## config.mk

```make
export PLATFORM = sky130hd
export DESIGN_NAME = maptable_checkpoint_unit
export DESIGN_NICKNAME = d
export VERILOG_FILES = /design/src/rtl/maptable_checkpoint_unit_pkg.sv /design/src/rtl/maptable_checkpoint_unit_ptr_ctrl.sv /design/src/rtl/maptable_checkpoint_unit.sv
export SDC_FILE = /design/constraint.sdc
export NUM_CORES = 1
export LEC_CHECK = 0
export CAP_MARGIN = 20
export CORE_UTILIZATION = 52
export CTS_CLUSTER_SIZE = 24
export DETAILED_ROUTE_END_ITERATION = 8
export PLACE_DENSITY = 0.8
export SLEW_MARGIN = 20
export SYNTH_ARGS = -nofsm -noshare
export SYNTH_HDL_FRONTEND = slang
export SYNTH_SLANG_ARGS = --single-unit
```

## constraint.sdc

```tcl
create_clock -name clock -period 24.7 [get_ports clock]
set_clock_uncertainty 0.1 [all_clocks]
set_input_delay 4.94 -clock clock [delete_from_list [all_inputs] [get_ports clock]]
set_output_delay 4.94 -clock clock [all_outputs]
set_load 0.005 [all_outputs]
```

## src/rtl/maptable_checkpoint_unit_pkg.sv

```systemverilog
// rtl/maptable_checkpoint_unit_pkg.sv - shared map-table types and checkpoint constants
package sys_defs;

    localparam int ROB_TAG_LEN      = 6;
    localparam int ARCH_REGS        = 32;
    localparam int TAG_LEN          = ROB_TAG_LEN;
    localparam int CHECKPOINT_DEPTH = 2;

    typedef struct packed {
        logic               valid;
        logic [TAG_LEN-1:0] tag;
    } MAP_ENTRY;

    // Entry i occupies bits [i*(TAG_LEN+1) +: TAG_LEN+1]
    typedef MAP_ENTRY [ARCH_REGS-1:0] MAP_TABLE;

endpackage

```

## src/rtl/maptable_checkpoint_unit_ptr_ctrl.sv

```systemverilog
// rtl/maptable_checkpoint_unit_ptr_ctrl.sv - head/tail/count bookkeeping, request priority and sticky error
module checkpoint_ptr_ctrl #(
    parameter int DEPTH = 2,
    parameter int PTR_W = (DEPTH > 1) ? $clog2(DEPTH) : 1,
    parameter int CNT_W = $clog2(DEPTH + 1)
) (
    input  logic             clock,
    input  logic             reset,
    input  logic             save_i,
    input  logic             kill_i,
    input  logic             resolve_i,
    output logic [PTR_W-1:0] head_o,
    output logic [PTR_W-1:0] tail_o,
    output logic [CNT_W-1:0] count_o,
    output logic             full_o,
    output logic             empty_o,
    output logic             save_en_o,
    output logic             restore_en_o,
    output logic             protocol_err_o
);

    logic [PTR_W-1:0] head_q, head_d, tail_q, tail_d;
    logic [CNT_W-1:0] count_q, count_d;
    logic             err_q, err_d;
    logic             do_res;

    function automatic logic [PTR_W-1:0] ptr_inc(input logic [PTR_W-1:0] p);
        return (p == PTR_W'(DEPTH - 1)) ? '0 : p + PTR_W'(1);
    endfunction

    assign full_o  = (count_q == CNT_W'(DEPTH));
    assign empty_o = (count_q == '0);

    always_comb begin
        head_d       = head_q;
        tail_d       = tail_q;
        count_d      = count_q;
        err_d        = err_q;
        save_en_o    = 1'b0;
        restore_en_o = 1'b0;
        do_res       = 1'b0;
        if (kill_i) begin
            // A coincident save belongs to the squashed path, so it never flags an error
            head_d       = '0;
            tail_d       = '0;
            count_d      = '0;
            restore_en_o = !empty_o;
            if (empty_o || resolve_i) err_d = 1'b1;
        end else begin
            save_en_o = save_i && !full_o;
            do_res    = resolve_i && !empty_o;
            if (save_i && full_o)     err_d = 1'b1;
            if (resolve_i && empty_o) err_d = 1'b1;
            if (save_en_o) tail_d = ptr_inc(tail_q);
            if (do_res)    head_d = ptr_inc(head_q);
            count_d = count_q + CNT_W'(save_en_o) - CNT_W'(do_res);
        end
    end

    always_ff @(posedge clock or negedge reset) begin
        if (!reset) begin
            head_q  <= '0;
            tail_q  <= '0;
            count_q <= '0;
            err_q   <= 1'b0;
        end else begin
            head_q  <= head_d;
            tail_q  <= tail_d;
            count_q <= count_d;
            err_q   <= err_d;
        end
    end

    assign head_o         = head_q;
    assign tail_o         = tail_q;
    assign count_o        = count_q;
    assign protocol_err_o = err_q;

endmodule

```

## src/rtl/maptable_checkpoint_unit.sv

```systemverilog
// rtl/maptable_checkpoint_unit.sv - in-order map-table checkpoint store with kill-driven restore
module maptable_checkpoint_unit
    import sys_defs::*;
#(
    parameter int DEPTH = CHECKPOINT_DEPTH,
    parameter int PTR_W = (DEPTH > 1) ? $clog2(DEPTH) : 1,
    parameter int CNT_W = $clog2(DEPTH + 1)
) (
    input  logic             clock,
    input  logic             reset,
    input  logic             branch_detected,
    input  MAP_TABLE         map_snapshot,
    input  logic             kill,
    input  logic             resolve,
    output logic             full,
    output logic             empty,
    output logic [CNT_W-1:0] count,
    output logic             restore_valid,
    output MAP_TABLE         restore_map,
    output logic             protocol_err
);

    logic [PTR_W-1:0] head, tail;
    logic             save_en, restore_en;
    MAP_TABLE         slot_q [DEPTH];
    MAP_TABLE         restore_map_q, restore_map_d;
    logic             restore_valid_q;

    checkpoint_ptr_ctrl #(
        .DEPTH (DEPTH),
        .PTR_W (PTR_W),
        .CNT_W (CNT_W)
    ) u_ptr_ctrl (
        .clock          (clock),
        .reset          (reset),
        .save_i         (branch_detected),
        .kill_i         (kill),
        .resolve_i      (resolve),
        .head_o         (head),
        .tail_o         (tail),
        .count_o        (count),
        .full_o         (full),
        .empty_o        (empty),
        .save_en_o      (save_en),
        .restore_en_o   (restore_en),
        .protocol_err_o (protocol_err)
    );

    // Slot contents are meaningless until written, so they carry no reset
    always_ff @(posedge clock) begin
        if (save_en) slot_q[tail] <= map_snapshot;
    end

    always_comb begin
        restore_map_d = restore_map_q;
        if (restore_en) restore_map_d = slot_q[head];
    end

    always_ff @(posedge clock or negedge reset) begin
        if (!reset) begin
            restore_valid_q <= 1'b0;
            restore_map_q   <= '0;
        end else begin
            restore_valid_q <= restore_en;
            restore_map_q   <= restore_map_d;
        end
    end

    assign restore_valid = restore_valid_q;
    assign restore_map   = restore_map_q;

endmodule

```

==> summary.md <==
| Metric | Value |
|---|---|
| P_leak | `11.49 nW` |
| Area fraction in compound gates after synthesis | `4.778%` |
| Clock buffer depth | `3` |
| CP Max Fanout | `152` |
| Pin count of the biggest net entering global routing | `156` |
| VDD IR-drop max | `73.86 µV` |
| XOR/XNOR share of the synthesized area | `0.1089%` |
| CTS Sinks | `678` |
| Die Area | `47240 µm²` |
| Root buffer cell | `clkbuf_16` |
| Fin crit period | `7.660 ns` |
| Share of layout cells above drive strength 1 | `5.930%` |
| Post-synthesis adder-cell area fraction | `0.1038%` |
| Final Hold Viols | `0` |
| GPL Wtd Cong | `0.7808` |
| Hold Crit Class | `flip-flop to flip-flop` |
| Die X | `217.4 µm` |
| Reg area | `19210 µm²` |
| Slew @ Worst Pin | `1.175 ns` |
| Syn. warnings | `0` |
| First-pass GRT wire length | `81740 µm` |
| Clk pin slew, worst setup/hold paths | `0.06 ns` |
| Total Routing Usage GR | `23.01%` |
| P_int | `2.582 mW` |
| Synth Area per Inst | `16.61 µm²` |
| Nets@finish | `2151` |
| Most frequent cell after synthesis | `edfxtp_1` |
| Initial Util | `52.92%` |
| HPWL after detailed placement | `33170 µm` |
| Wirelength per Cell | `21.05 µm` |
| Cell Area, Synth | `24120 µm²` |
| Via density | `5.310` |
| Synth unique cells | `26` |
| Worst setup SP type | `input pin` |
| Initial antenna violation count | `15` |
| Max_cap viols | `0` |
| Post-synth EDFFs | `448` |
| Site row count | `78` |
| Die Y | `217.4 µm` |
| Top area cells in the synthesized netlist | `edfxtp_1, dfrtp_1, mux2i_1` |
| Post-synth top cells | `edfxtp_1, dfrtp_1, mux2i_1, nand2_1, o21ai_0` |
| Post-synthesis simple-gate area fraction | `3.777%` |
| Max frequency | `130.5 MHz` |
| Top-area cell type share of the netlist area | `55.78%` |
| Switch share | `27.87%` |
| Headroom to the max-slew limit | `21.68%` |
| H-tree levels | `3` |
| Area leader, netlist | `edfxtp_1` |
| Num CTS Buffers | `69` |
| Post-CTS Resized | `0` |
| FILL cells | `2908` |
| Initial DRC count | `928` |
| Combinational Power Share | `26.6%` |
| Slowest-stage cell, CP | `buf_4` |
| CTS tree | `done` |
| Ports | `459` |
| Clock latency on the worst-skew pair | `0.59 ns` |
| Hold buffers post-CTS | `0` |
| Max incr delay on CP | `0.95 ns` |
| Endpoints failing setup | `0` |
| Final wirelength | `54260 µm` |
| Setup TNS | `0 ns` |
| Vias in the first global route | `14437` |
| Post-synthesis sequential area ratio | `79.65%` |
| Setup ws final | `17.04 ns` |
| CP Class | `input pin to flip-flop` |
| # port buffers | `458` |
| Final period util | `31.01%` |
| Max-slew violations | `0` |
| Synth async-reset ratio | `33.92%` |
| Utilization after layout | `68.82%` |
| Area Overhead vs Synth | `30.05%` |
| WP data arrival | `7.75 ns` |
| DR pass1 iterations | `5` |
| Pwr dens | `114.2 nW/µm²` |
| Clock power frac | `28.9%` |
| # DRC | `0` |
| Postcts setup bufs | `0` |
| Footprint of the multi-input gates | `4378 µm²` |
| Net Switching | `0.9980 mW` |
| Core area | `45580 µm²` |
| ANT nets after route | `0` |
| Endpoint class of the critical path | `flip-flop` |
| #FFs+latches synth | `678` |
| RSZ-0062 raised after global routing | `false` |
| Crit-path cells | `clkdlybuf4s50_1 > nor3b_2 > buf_12 > buf_4` |
| Hold WS | `0.3758 ns` |
| Mux contribution to synthesized area | `9.344%` |
| Top FF cell, synth | `edfxtp_1` |
| Post-Syn Nets | `1683` |
| Syn Inst Count | `1452` |
| DR vias | `13685` |
| Required @ worst endpoint | `24.79 ns` |
| Status | `finished, final reports clean` |
| Sequential share of power | `44.5%` |
| Largest family of logic cells by synthesized area | `multiplexers` |
| Dpl ws | `16.38 ns` |
| Congestion Overflow GR | `0` |
## sequential cells by signal, indices dropped and copies added, names as in the netlist
signal                     count
restore_map                  224
restore_valid                  1
slot_q                       448
u_ptr_ctrl.count_o             2
u_ptr_ctrl.head_o              1
u_ptr_ctrl.protocol_err_o      1
u_ptr_ctrl.tail_o              1
## cell usage in the layout (no fill, tap or decap), types with 6 or more instances in the layout
cell / instances
buf_4: 11
dfrtp_1: 229
edfxtp_1: 448
nand2_1: 224
bufinv_16: 6
clkbuf_1: 21
clkinv_1: 6
clkbuf_16: 73
mux2i_1: 224
clkdlybuf4s50_1: 457
o21ai_1: 62
o21ai_0: 164
clkbuf_8: 7
clkinv_2: 7
## layer usage
metal	wire [µm]	share of wire, %	global-route usage [%]
met4	2056	3.8	10.42
met1	20180	37	26.68
met5	127	0.23	0
met3	4513	8.3	7.687
met2	27380	50	38.79
## stage by stage
step	instances	area, µm²	power [mW]
global route	2577	31360	3.747
CTS	2573	31350	3.612
detailed placement	2449	29080	2.559
finish	2577	31360	3.580
floorplan	1452	24120	2.063
global placement	2449	29080	2.514
## worst paths after layout
check                      slack [ns]                         to  cells after the start             startpoint
setup / recovery                17.04              slot_q[1][87]                      4                   kill
hold / removal                   0.38             restore_map[8]                      2         restore_map[8]
setup reg to reg                21.17              slot_q[1][87]                      5  u_ptr_ctrl.count_o[1]
hold reg to reg                  0.38             restore_map[8]                      2         restore_map[8]
max in group asynchronous       18.62           restore_map[102]                      2                  reset
min in group asynchronous        4.33  u_ptr_ctrl.protocol_err_o                      1                  reset
## kinds of logic (layout without fill, tap and decap cells)
logic type,Yosys count,after routing
buffers and inverters,80,601
xor gates and xnor gates,3,3
muxes,225,225
AOI/OAI and AO/OA,228,228
other,0,4
DFF,678,678
adders and majority gates,2,2
and+or+nand+nor,236,236
## power by group through the flow
stage               sequential (mW)  clock [mW]  combinational (mW)
global placement               1.60           0               0.918
floorplan                      1.64           0               0.425
finish                         1.59        1.04               0.952
CTS                            1.59        1.05               0.964
detailed placement             1.61           0               0.952
global route                   1.62        1.09                1.04
## critical path: cells and delay by family
family / cells / cell delay (ns)
buf+inv: 3 / 2.16
simple gates: 1 / 0.32
## final cells by class
type                            count  area share (%)
Multi-Input combinational cell    694           13.96
Clock buffer                      101           6.383
Inverter                            5         0.05984
Sequential cell                   678           61.26
Clock inverter                     23          0.8577
Antenna cell                        4         0.03191
Timing Repair Buffer              472           15.06
Tap cell                          600           2.394
No activity file was read; power rests on OpenSTA's default activity.
